==> src/rtl/mips_core.svh <==
// Core-wide width macros shared by the memory-side blocks.
`ifndef MIPS_CORE_SVH
`define MIPS_CORE_SVH
`define ADDR_WIDTH    32
`define DATA_WIDTH    32
`define AXI_ID_WIDTH  4
`define AXI_LEN_WIDTH 4
`endif

==> src/rtl/mips_core_pkg.sv <==
// Shared types and helpers for the mips core memory path.
`include "mips_core.svh"
package mips_core_pkg;
  typedef enum logic [1:0] {IDLE, ADDR, DATA, RESP} wb_state_t;

  localparam int AXI_ID_W  = `AXI_ID_WIDTH;
  localparam int AXI_LEN_W = `AXI_LEN_WIDTH;

  // Clears the byte-offset bits below a line boundary.
  function automatic logic [`ADDR_WIDTH-1:0] line_base(input logic [`ADDR_WIDTH-1:0] addr,
                                                       input int off_w);
    logic [`ADDR_WIDTH-1:0] mask;
    mask = (`ADDR_WIDTH'(1) << off_w) - `ADDR_WIDTH'(1);
    return addr & ~mask;
  endfunction
endpackage

==> src/rtl/axi_write_if.sv <==
// AXI3-style write channel bundles between bus masters and the memory arbiter.
`include "mips_core.svh"
interface axi_write_address;
  logic                      AWVALID;
  logic                      AWREADY;
  logic [`AXI_ID_WIDTH-1:0]  AWID;
  logic [`AXI_LEN_WIDTH-1:0] AWLEN;
  logic [`ADDR_WIDTH-1:0]    AWADDR;
  modport master (output AWVALID, AWID, AWLEN, AWADDR, input AWREADY);
  modport slave  (input AWVALID, AWID, AWLEN, AWADDR, output AWREADY);
endinterface

interface axi_write_data;
  logic                     WVALID;
  logic                     WREADY;
  logic [`AXI_ID_WIDTH-1:0] WID;
  logic                     WLAST;
  logic [`DATA_WIDTH-1:0]   WDATA;
  modport master (output WVALID, WID, WLAST, WDATA, input WREADY);
  modport slave  (input WVALID, WID, WLAST, WDATA, output WREADY);
endinterface

interface axi_write_response;
  logic                     BVALID;
  logic                     BREADY;
  logic [`AXI_ID_WIDTH-1:0] BID;
  modport master (input BVALID, BID, output BREADY);
  modport slave  (output BVALID, BID, input BREADY);
endinterface

==> src/rtl/writeback_fifo.sv <==
// Line storage for writeback_buffer: circular FIFO of dirty lines plus
// per-entry line comparators for the read-miss lookup.
`include "mips_core.svh"
module writeback_fifo
  import mips_core_pkg::*;
#(
  parameter int LINE_WORDS = 4,
  parameter int DEPTH      = 2
) (
  input  logic                              clk,
  input  logic                              rst_n,
  input  logic                              push,
  input  logic [`ADDR_WIDTH-1:0]            push_addr,
  input  logic [LINE_WORDS*`DATA_WIDTH-1:0] push_data,
  input  logic                              pop,
  output logic [`ADDR_WIDTH-1:0]            head_addr,
  output logic [LINE_WORDS*`DATA_WIDTH-1:0] head_data,
  output logic                              full,
  output logic                              empty,
  input  logic [`ADDR_WIDTH-1:0]            lookup_addr,
  output logic                              lookup_hit,
  output logic [LINE_WORDS*`DATA_WIDTH-1:0] lookup_data
);
  localparam int PTR_W = (DEPTH > 1) ? $clog2(DEPTH) : 1;
  localparam int CNT_W = $clog2(DEPTH + 1);
  localparam int OFF_W = $clog2(LINE_WORDS * `DATA_WIDTH / 8);
  localparam int LW    = LINE_WORDS * `DATA_WIDTH;

  logic [DEPTH-1:0][`ADDR_WIDTH-1:0] ent_addr;
  logic [DEPTH-1:0][LW-1:0]          ent_data;
  logic [DEPTH-1:0]                  ent_vld;
  logic [DEPTH-1:0]                  match;
  logic [PTR_W-1:0]                  head, tail, idx;
  logic [PTR_W:0]                    sum;
  logic [CNT_W-1:0]                  count;
  logic [`ADDR_WIDTH-1:0]            lk_line;
  logic                              push_ok, pop_ok;

  function automatic logic [PTR_W-1:0] ptr_inc(input logic [PTR_W-1:0] p);
    return (p == PTR_W'(DEPTH - 1)) ? '0 : p + 1'b1;
  endfunction

  assign full      = (count == CNT_W'(DEPTH));
  assign empty     = (count == '0);
  assign push_ok   = push && !full;
  assign pop_ok    = pop && !empty;
  assign head_addr = ent_addr[head];
  assign head_data = ent_data[head];
  assign lk_line   = line_base(lookup_addr, OFF_W);

  always_ff @(posedge clk or negedge rst_n) begin
    if (!rst_n) begin
      ent_addr <= '0;
      ent_data <= '0;
      ent_vld  <= '0;
      head     <= '0;
      tail     <= '0;
      count    <= '0;
    end else begin
      if (push_ok) begin
        ent_addr[tail] <= line_base(push_addr, OFF_W);
        ent_data[tail] <= push_data;
        ent_vld[tail]  <= 1'b1;
        tail           <= ptr_inc(tail);
      end
      if (pop_ok) begin
        ent_vld[head] <= 1'b0;
        head          <= ptr_inc(head);
      end
      case ({push_ok, pop_ok})
        2'b10:   count <= count + 1'b1;
        2'b01:   count <= count - 1'b1;
        default: ;
      endcase
    end
  end

  for (genvar e = 0; e < DEPTH; e++) begin : g_match
    assign match[e] = ent_vld[e] && (ent_addr[e] == lk_line);
  end

`ifdef WRITEBACK_FORWARD_EN
  logic [LW-1:0] fwd;
  assign lookup_data = fwd;
`else
  assign lookup_data = '0;
`endif

  // Walk oldest to youngest so the last match seen is the youngest copy.
  always_comb begin
    lookup_hit = 1'b0;
    sum        = '0;
    idx        = '0;
`ifdef WRITEBACK_FORWARD_EN
    fwd        = '0;
`endif
    for (int i = 0; i < DEPTH; i++) begin
      sum = {1'b0, head} + (PTR_W+1)'(i);
      if (sum >= (PTR_W+1)'(DEPTH)) sum = sum - (PTR_W+1)'(DEPTH);
      idx = sum[PTR_W-1:0];
      if (match[idx]) begin
        lookup_hit = 1'b1;
`ifdef WRITEBACK_FORWARD_EN
        fwd        = ent_data[idx];
`endif
      end
    end
  end
endmodule

==> src/rtl/writeback_buffer.sv <==
// Posted-write buffer between d_cache evictions and an AXI write master.
// WRITEBACK_FORWARD_EN enables lookup_data forwarding of the youngest matching line.
`include "mips_core.svh"
module writeback_buffer
  import mips_core_pkg::*;
#(
  parameter int LINE_WORDS = 4,
  parameter int DEPTH      = 2,
  parameter int WB_ID      = 0
) (
  input  logic                              clk,
  input  logic                              rst_n,
  input  logic                              wb_valid,
  output logic                              wb_ready,
  input  logic [`ADDR_WIDTH-1:0]            wb_addr,
  input  logic [LINE_WORDS*`DATA_WIDTH-1:0] wb_data,
  input  logic [`ADDR_WIDTH-1:0]            lookup_addr,
  output logic                              lookup_hit,
  output logic [LINE_WORDS*`DATA_WIDTH-1:0] lookup_data,
  axi_write_address.master                  mem_write_address,
  axi_write_data.master                     mem_write_data,
  axi_write_response.master                 mem_write_response
);
  localparam logic [2:0] LAST_BEAT = 3'(LINE_WORDS - 1);

  wb_state_t                         state, state_nxt;
  logic [2:0]                        beat, beat_nxt;
  logic                              pop, full, empty;
  logic [`ADDR_WIDTH-1:0]            head_addr;
  logic [LINE_WORDS*`DATA_WIDTH-1:0] head_data;
  logic [`DATA_WIDTH-1:0]            wdata;
  logic                              unused_bid;

  assign wb_ready   = !full;
  assign unused_bid = ^mem_write_response.BID;

  writeback_fifo #(.LINE_WORDS(LINE_WORDS), .DEPTH(DEPTH)) u_fifo (
    .clk        (clk),
    .rst_n      (rst_n),
    .push       (wb_valid),
    .push_addr  (wb_addr),
    .push_data  (wb_data),
    .pop        (pop),
    .head_addr  (head_addr),
    .head_data  (head_data),
    .full       (full),
    .empty      (empty),
    .lookup_addr(lookup_addr),
    .lookup_hit (lookup_hit),
    .lookup_data(lookup_data)
  );

  always_ff @(posedge clk or negedge rst_n) begin
    if (!rst_n) begin
      state <= IDLE;
      beat  <= '0;
    end else begin
      state <= state_nxt;
      beat  <= beat_nxt;
    end
  end

  always_comb begin
    state_nxt = state;
    beat_nxt  = beat;
    pop       = 1'b0;
    case (state)
      IDLE: if (!empty) state_nxt = ADDR;
      ADDR: begin
        beat_nxt = '0;
        if (mem_write_address.AWREADY) state_nxt = DATA;
      end
      DATA: if (mem_write_data.WREADY) begin
        if (beat == LAST_BEAT) state_nxt = RESP;
        else                   beat_nxt  = beat + 3'd1;
      end
      RESP: if (mem_write_response.BVALID) begin
        pop       = 1'b1;
        state_nxt = IDLE;
      end
      default: state_nxt = IDLE;
    endcase
  end

  always_comb begin
    wdata = '0;
    for (int k = 0; k < LINE_WORDS; k++)
      if (beat == 3'(k)) wdata = head_data[k*`DATA_WIDTH +: `DATA_WIDTH];
  end

  // Channel outputs decode registered state only; payloads read 0 when idle.
  assign mem_write_address.AWVALID = (state == ADDR);
  assign mem_write_address.AWADDR  = (state == ADDR) ? head_addr : '0;
  assign mem_write_address.AWLEN   = (state == ADDR) ? AXI_LEN_W'(LINE_WORDS - 1) : '0;
  assign mem_write_address.AWID    = (state == ADDR) ? AXI_ID_W'(WB_ID) : '0;

  assign mem_write_data.WVALID = (state == DATA);
  assign mem_write_data.WDATA  = (state == DATA) ? wdata : '0;
  assign mem_write_data.WID    = (state == DATA) ? AXI_ID_W'(WB_ID) : '0;
  assign mem_write_data.WLAST  = (state == DATA) && (beat == LAST_BEAT);

  assign mem_write_response.BREADY = (state == RESP);
endmodule

==> src/flat_wrapper.sv <==
// flat-port wrapper written by rule: the top's interface ports become plain ports
module writeback_buffer_flat import mips_core_pkg::*;
#(
  parameter int LINE_WORDS = 4,
  parameter int DEPTH      = 2,
  parameter int WB_ID      = 0
)
  (clk, rst_n, wb_valid, wb_ready, wb_addr, wb_data, lookup_addr, lookup_hit, lookup_data, mem_write_address_AWVALID, mem_write_address_AWID, mem_write_address_AWLEN, mem_write_address_AWADDR, mem_write_address_AWREADY, mem_write_data_WVALID, mem_write_data_WID, mem_write_data_WLAST, mem_write_data_WDATA, mem_write_data_WREADY, mem_write_response_BVALID, mem_write_response_BID, mem_write_response_BREADY);
  axi_write_address mem_write_address_i ();
  axi_write_data mem_write_data_i ();
  axi_write_response mem_write_response_i ();
  input  logic clk;
  input  logic rst_n;
  input  logic wb_valid;
  output logic wb_ready;
  input  logic [`ADDR_WIDTH-1:0] wb_addr;
  input  logic [LINE_WORDS*`DATA_WIDTH-1:0] wb_data;
  input  logic [`ADDR_WIDTH-1:0] lookup_addr;
  output logic lookup_hit;
  output logic [LINE_WORDS*`DATA_WIDTH-1:0] lookup_data;
  output wire logic [$bits(mem_write_address_i.AWVALID)-1:0] mem_write_address_AWVALID;
  output wire logic [$bits(mem_write_address_i.AWID)-1:0] mem_write_address_AWID;
  output wire logic [$bits(mem_write_address_i.AWLEN)-1:0] mem_write_address_AWLEN;
  output wire logic [$bits(mem_write_address_i.AWADDR)-1:0] mem_write_address_AWADDR;
  input wire logic [$bits(mem_write_address_i.AWREADY)-1:0] mem_write_address_AWREADY;
  output wire logic [$bits(mem_write_data_i.WVALID)-1:0] mem_write_data_WVALID;
  output wire logic [$bits(mem_write_data_i.WID)-1:0] mem_write_data_WID;
  output wire logic [$bits(mem_write_data_i.WLAST)-1:0] mem_write_data_WLAST;
  output wire logic [$bits(mem_write_data_i.WDATA)-1:0] mem_write_data_WDATA;
  input wire logic [$bits(mem_write_data_i.WREADY)-1:0] mem_write_data_WREADY;
  input wire logic [$bits(mem_write_response_i.BVALID)-1:0] mem_write_response_BVALID;
  input wire logic [$bits(mem_write_response_i.BID)-1:0] mem_write_response_BID;
  output wire logic [$bits(mem_write_response_i.BREADY)-1:0] mem_write_response_BREADY;
  assign mem_write_address_AWVALID = mem_write_address_i.AWVALID;
  assign mem_write_address_AWID = mem_write_address_i.AWID;
  assign mem_write_address_AWLEN = mem_write_address_i.AWLEN;
  assign mem_write_address_AWADDR = mem_write_address_i.AWADDR;
  assign mem_write_address_i.AWREADY = mem_write_address_AWREADY;
  assign mem_write_data_WVALID = mem_write_data_i.WVALID;
  assign mem_write_data_WID = mem_write_data_i.WID;
  assign mem_write_data_WLAST = mem_write_data_i.WLAST;
  assign mem_write_data_WDATA = mem_write_data_i.WDATA;
  assign mem_write_data_i.WREADY = mem_write_data_WREADY;
  assign mem_write_response_i.BVALID = mem_write_response_BVALID;
  assign mem_write_response_i.BID = mem_write_response_BID;
  assign mem_write_response_BREADY = mem_write_response_i.BREADY;
  writeback_buffer #(.LINE_WORDS(LINE_WORDS), .DEPTH(DEPTH), .WB_ID(WB_ID)) u_core (.clk(clk), .rst_n(rst_n), .wb_valid(wb_valid), .wb_ready(wb_ready), .wb_addr(wb_addr), .wb_data(wb_data), .lookup_addr(lookup_addr), .lookup_hit(lookup_hit), .lookup_data(lookup_data), .mem_write_address(mem_write_address_i), .mem_write_data(mem_write_data_i), .mem_write_response(mem_write_response_i));
endmodule
==> config.mk <==
export PLATFORM = sky130hd
export DESIGN_NAME = writeback_buffer_flat
export DESIGN_NICKNAME = d
export VERILOG_FILES = /design/src/rtl/mips_core_pkg.sv /design/src/rtl/axi_write_if.sv /design/src/rtl/writeback_fifo.sv /design/src/rtl/writeback_buffer.sv /design/src/flat_wrapper.sv
export VERILOG_INCLUDE_DIRS = /design/src /design/src/rtl
export SDC_FILE = /design/constraint.sdc
export NUM_CORES = 1
export LEC_CHECK = 0
export CORE_ASPECT_RATIO = 1.2
export CORE_MARGIN = 1.5
export CORE_UTILIZATION = 47
export CTS_BUF_LIST = sky130_fd_sc_hd__clkbuf_8
export CTS_CLUSTER_DIAMETER = 80
export CTS_CLUSTER_SIZE = 20
export DETAILED_ROUTE_END_ITERATION = 8
export GPL_ROUTABILITY_DRIVEN = 0
export GPL_TIMING_DRIVEN = 0
export PLACE_DENSITY_LB_ADDON = 0.15
export SETUP_SLACK_MARGIN = 0.15
export SYNTH_ARGS = -nofsm -noshare
export SYNTH_HDL_FRONTEND = slang
export SYNTH_SLANG_ARGS = --single-unit
export TNS_END_PERCENT = 30
==> constraint.sdc <==
create_clock -name clk -period 2.02 [get_ports clk]
set_input_delay 0.606 -clock clk [delete_from_list [all_inputs] [get_ports clk]]
set_output_delay 0.606 -clock clk [all_outputs]
set_load 0.02 [all_outputs]
==> results.cfg, run 1 <==
[pwr]
p_leak_nw = 9.90
p_per_area_mw_per_mm2 = 1550
peakVddDrop_uv = 890

[worst_setup_path]
required_ns = 1.41
rr_worst_depth = 6
r2r-end = u_core.state[1]$_DFFE_PN0P_
cp_cell_sequence = inv_2 > ha_4 > or3b_4 > buf_8 > buf_12 > o221ai_4 > a21oi_2 > nor2_2 > buf_6
cp_max_fo = 6
cpPeakStageDelay_ns = 0.46
path_class = register to output pin
r2r_start = u_core.beat[0]$_DFFE_PN0P_
critPathLaunchType = register
arrival_ns = 2.55
endpoint_kind = output pin
r2r_slack_ns = 0.17
cpMaxStageDelayCell = dfrtp_2

[min_path]
worstHoldPathType = input pin to async pin

[yosys]
yosysTopAreaCell = dfrtp_1
synth_area_per_cell_sq_um = 12.5
async_flop_share_pct = 100
yosys_register_bits = 323
synthFlopType = dfrtp_1
synth_edf_count = 0
netlist_area_sq_mm = 0.0171
netlist_instances = 1367
yosysUniqueCellTypes = 41
synth_top_area_share_pct = 47.3
seq_area_frac_synth_pct = 47.3
ys_warn_count = 0
synthTopCellsByArea = dfrtp_1 47%, mux2_1 13%, mux2i_1 9.2%, mux2_2 8.0%, buf_4 6.8%

[cells_and_area]
layout-drive-gt1-share_pct = 31.5
multi_input_area_sq_mm = 0.00844
final_nets = 2007
seq_area_sq_mm = 0.00809
post-route-util_pct = 61.8
syn_to_final_growth_pct = 29.5
n_fill_cell = 2941

[detailed_routing]
drtIter0Drc = 350
avgViaCountPerCell = 4.94
vias = 11200
drt-wirelength-per-cell_microns = 19.0
met1_length_microns = 17100
drc_errors = 0
drt_wl_total_microns = 43000
dr.pass1.iters = 4
wl_met3_microns = 2650
route.met2.wl_microns = 22500
ant_nets = 0
top_layer = met5

[global_route]
grt.overflow.total = 0
grt_usage_pct = 22.9
grt_pass1_wl_microns = 65800
grt_pass1_vias = 11500
grt_max_degree = 116
antenna_found_initial = 4

[run_status]
violations = negative setup slack
status = complete, but fails checks

[cts]
cts_made_buffers = 20
cts_hold_buf = 0
htree_levels = 1
clk_pin_slew_ns = 0.13
clock_latency_ns = 0.58
cts_tree = built
cts_sinks = 323
clock_path_buffers = 3
cts_root_buffer = clkbuf_8

[timing]
worst_pin_slew_ns = 0.899
rsz0062_at_grt = yes
fmax_mhz = 317
post-route-period-util_pct = 156
min_period_ns = 3.16
setup_viol = 67
fin_ws_ns = -1.14
fin_skew_ns = 0.0348
finalMaxSlewViolations = 0
maxSlewHeadroom_pct = 40.0
hold_violations = 0

[job]
cap_violations = 0

[die]
rows = 76
core_sq_mm = 0.0358
die_h_microns = 212
ios = 412
start_util_pct = 47.7
die_w_microns = 177
die_area_sq_mm = 0.0375

[place]
dp_hpwl_microns = 32800
port_buffers = 257
place_ws_ns = -1.52
cells by family after synthesis:
group                    count (synthesis)  share of synthesized area (%)
AO/OA/AOI/OAI                           74                           3.35
XOR/XNOR                                62                           3.18
adder cells (fa/ha/maj)                 10                          0.732
buffers and inverters                  232                           10.6
flip-flops                             323                           47.3
multiplexers                           471                           29.9
other                                    1                         0.0219
AND/OR/NAND/NOR                        194                           4.90
Yosys cell counts, types with 6 or more instances:
| master | instances |
|---|---|
| buf_6 | 23 |
| xor2_1 | 31 |
| buf_1 | 6 |
| nand4_1 | 8 |
| nor2_1 | 64 |
| inv_1 | 8 |
| clkbuf_1 | 16 |
| nand2_1 | 100 |
| dfrtp_1 | 323 |
| o221ai_1 | 22 |
| ha_1 | 10 |
| buf_12 | 11 |
| mux2_1 | 192 |
| mux2_2 | 121 |
| a21oi_1 | 33 |
| xnor2_1 | 31 |
| o221ai_2 | 10 |
| mux2i_1 | 157 |
| nor4_1 | 6 |
| buf_4 | 155 |
| buf_2 | 13 |
critical path: cells and delay by family (launching register included):
| family | cells | cell delay (ns) |
|---|---|---|
| DFF | 1 | 0.46 |
| buffers and inverters | 4 | 0.54 |
| AOI/OAI and AO/OA | 2 | 0.30 |
| adders and majority gates | 1 | 0.12 |
| and+or+nand+nor | 2 | 0.54 |
worst max path at each step:
stage	to	cells after the start	start
final	mem_write_data_WDATA[27]	9	u_core.beat[0]$_DFFE_PN0P_
after detailed placement	mem_write_data_WDATA[15]	7	u_core.beat[0]$_DFFE_PN0P_
after global placement	u_core.u_fifo.ent_addr[20]$_DFFE_PN0P_	1	rst_n
after global routing	mem_write_data_WDATA[27]	9	u_core.beat[0]$_DFFE_PN0P_
after CTS	mem_write_data_WDATA[15]	9	u_core.beat[0]$_DFFE_PN0P_
after floorplan	mem_write_data_WDATA[12]	8	u_core.beat[0]$_DFFE_PN0P_
metal layers:
layer  GRT usage, %  vias up
met5              0        -
met4           5.23        6
met1           27.9     5541
met3           4.22       42
li1               -     5303
met2           41.7      289
registers in the layout (all words and copies together), names as in the netlist:
signal                  count
u_core.u_fifo.ent_data    256
u_core.beat                 3
u_core.u_fifo.tail          1
u_core.u_fifo.ent_vld       2
u_core.u_fifo.ent_addr     56
u_core.state                2
u_core.u_fifo.count         2
u_core.u_fifo.head          1
layout make-up:
cell class / count / area share, %
diodes: 2 / 0.0226
plain buffers: 224 / 9.44
clock buffers: 21 / 1.31
clock inverters: 1 / 0.0904
inverters: 8 / 0.136
multi-input cells: 953 / 38.1
flip-flops and latches: 323 / 36.5
well taps: 468 / 2.64
repair buffers: 265 / 11.7
placed cells by master (no fill, tap or decap), types with 27 or more instances in the layout:
cell	count
dfrtp_1	321
mux2i_1	154
clkdlybuf4s50_1	188
xor2_1	31
mux2_2	121
conb_1	142
a21oi_2	27
buf_2	27
mux2_1	192
buf_6	57
xnor2_1	30
nor2_1	27
nand2_1	100
nor2_2	35
buf_4	176
through the flow:
step                total power [mW]  setup TNS, ns  cells  hold WS [ns]  area (sq um)
finish                          34.4         -52.90   2265         0.101         22100
global route                    36.6         -58.92   2264         0.139         22100
CTS                             33.8         -57.45   2259         0.106         21800
detailed placement              29.4        -112.87   2235         0.474         21100
global placement                29.0       -4480.79   2233         0.466         21100
floorplan                       23.9          -9.82   1508         0.310         17900
what timing repair did:
item / CTS / global route
setup buffers: 2 / 3
setup endpoints to repair: 68 / 70
pin swaps: 8 / 11
gates cloned: 0 / 1
resized for setup: 430 / 72
power breakdown:
| part | switching, mW | internal [mW] | total, mW |
|---|---|---|---|
| clock | 2.03 | 0.971 | 3.00 |
| combinational | 9.87 | 9.85 | 19.7 |
| sequential | 1.91 | 9.78 | 11.7 |
No activity file was read; power rests on OpenSTA's default activity.
==> run 2: changes to the inputs <==
--- a/config.mk
+++ b/config.mk
@@ -20,4 +20,4 @@
 export SYNTH_ARGS = -nofsm -noshare
 export SYNTH_HDL_FRONTEND = slang
 export SYNTH_SLANG_ARGS = --single-unit
-export TNS_END_PERCENT = 30
+export TNS_END_PERCENT = 5
==> run 2 against run 1 <==
Against the previous run: the run still ends with negative setup slack left; total power fell by 1.6%; global-route usage barely moved; first-iteration DRC count rose by 8.0%; critical path depth did not move; maximum frequency fell by 0.58%; flip-flop and latch count did not move; clock power barely moved; critical endpoint is now mem_write_data_WDATA[17]; largest power group unchanged.
==> results.cfg, run 2 (synthesized netlist as in run 1, its figures left out) <==
[global_route]
antenna_found_initial = 3
grt_pass1_wl_microns = 65700
grt_pass1_vias = 11500
grt.overflow.total = 0
grt_max_degree = 116
grt_usage_pct = 22.9

[timing]
finalSetupTns_ns = -52.83
worst_pin_slew_ns = 0.895
min_period_ns = 3.17
finalMaxSlewViolations = 0
setup_viol = 67
fin_skew_ns = 0.0320
fin_hold_ws_ns = 0.112
fmax_mhz = 315
post-route-period-util_pct = 157
hold_violations = 0
rsz0062_at_grt = yes
maxSlewHeadroom_pct = 40.3
fin_ws_ns = -1.15

[worst_setup_path]
rr_worst_depth = 6
critPathLaunchType = register
path_class = register to output pin
cp_max_fo = 10
required_ns = 1.41
r2r_slack_ns = 0.20
endpoint_kind = output pin
arrival_ns = 2.57
r2r_start = u_core.beat[1]$_DFFE_PN0P_
cp-startpoint = u_core.beat[0]$_DFFE_PN0P_

[detailed_routing]
dr.pass1.iters = 5
drt_wl_total_microns = 42900
drt-wirelength-per-cell_microns = 19.0
avgViaCountPerCell = 4.94
ant_nets = 0
vias = 11200
drtIter0Drc = 378
drc_errors = 0

[pwr]
p_per_area_mw_per_mm2 = 1540
peakVddDrop_uv = 889
p_leak_nw = 9.85
total_power_mw = 33.9

[min_path]
worstHoldPathType = input pin to async pin

[place]
placed_area_sq_mm = 0.0211
dp_hpwl_microns = 32800
place_inst = 2235
port_buffers = 257

[cts]
cts_sinks = 323
htree_levels = 1
clock_path_buffers = 3
clk_pin_slew_ns = 0.13
cts_hold_buf = 0
cts_tree = built
cts_root_buffer = clkbuf_8
cts_made_buffers = 20
clock_latency_ns = 0.58

[die]
die_w_microns = 177
core_sq_mm = 0.0358
start_util_pct = 47.7
die_area_sq_mm = 0.0375
rows = 76
ios = 412
die_h_microns = 212

[cells_and_area]
multi_input_area_sq_mm = 0.00833
syn_to_final_growth_pct = 28.4
finalNonFillerCells = 2260
final_cell_mix = 321 x dfrtp_1, 192 x mux2_1, 188 x buf_4, 188 x clkdlybuf4s50_1, 155 x mux2i_1
top_regs = u_core.u_fifo.ent_data x256, u_core.u_fifo.ent_addr x56, u_core.beat x3
layout-drive-gt1-share_pct = 31.1
top_register = u_core.u_fifo.ent_data
final_nets = 2004
n_antenna_cell = 0
largest_reg_flops = 256
seq_area_sq_mm = 0.00809
stdcell_area_sq_mm = 0.0219
final_common_cell = dfrtp_1
n_fill_cell = 2973

[run_status]
status = complete, but fails checks
violations = negative setup slack

[job]
cap_violations = 0
-- run 2: through the flow --
stage                     util, %  setup WS, ns
after global routing         61.2         -1.29
final                        61.2         -1.15
after global placement       58.7        -13.58
after floorplan                 -        -0.241
after CTS                    60.6         -1.21
after detailed placement     58.9         -1.52
-- run 2: worst max-delay path, stage by stage (launching register included) --
cell	delay [ns]
dfrtp_2	0.49
inv_2	0.10
ha_4	0.11
or3b_4	0.38
buf_12	0.16
buf_12	0.15
o221ai_4	0.17
a21oi_1	0.13
nor2_2	0.13
buf_4	0.16
-- run 2: power by group --
| group | internal (mW) | switching [mW] | total (mW) |
|---|---|---|---|
| clock | 0.971 | 2.03 | 3.00 |
| combinational | 9.53 | 9.65 | 19.2 |
| sequential | 9.78 | 1.90 | 11.7 |
-- run 2: path summary, 6_finish.rpt --
check,endpoint
worst min-delay path,u_core.u_fifo.ent_data[20]$_DFFE_PN0P_
min in group clk,u_core.u_fifo.ent_data[67]$_DFFE_PN0P_
max in group asynchronous,u_core.u_fifo.ent_data[99]$_DFFE_PN0P_
worst max-delay path,mem_write_data_WDATA[17]
worst max register to register,u_core.state[1]$_DFFE_PN0P_
worst min register to register,u_core.u_fifo.ent_data[67]$_DFFE_PN0P_
-- run 2: repair_timing --
action,4_1_cts,5_1_grt
resized for setup,406,75
setup buffers,1,1
gates cloned,0,1
endpoints found under the setup margin,68,70
pin swaps,5,7
-- run 2: layout make-up --
class / count / share of cell area (%)
multi-input cells: 953 / 38.0
flip-flops and latches: 323 / 36.8
repair buffers: 262 / 11.6
plain buffers: 224 / 9.35
well taps: 468 / 2.67
clock buffers: 21 / 1.32
inverters: 8 / 0.137
clock inverters: 1 / 0.0912
-- run 2: metal layers --
metal	vias to the layer above	part of all wire (%)	track usage, %
li1	5291	-	-
met1	5512	40	27.9
met2	303	52	41.9
met3	42	6.4	4.26
met4	6	1.6	4.73
met5	-	0.084	0
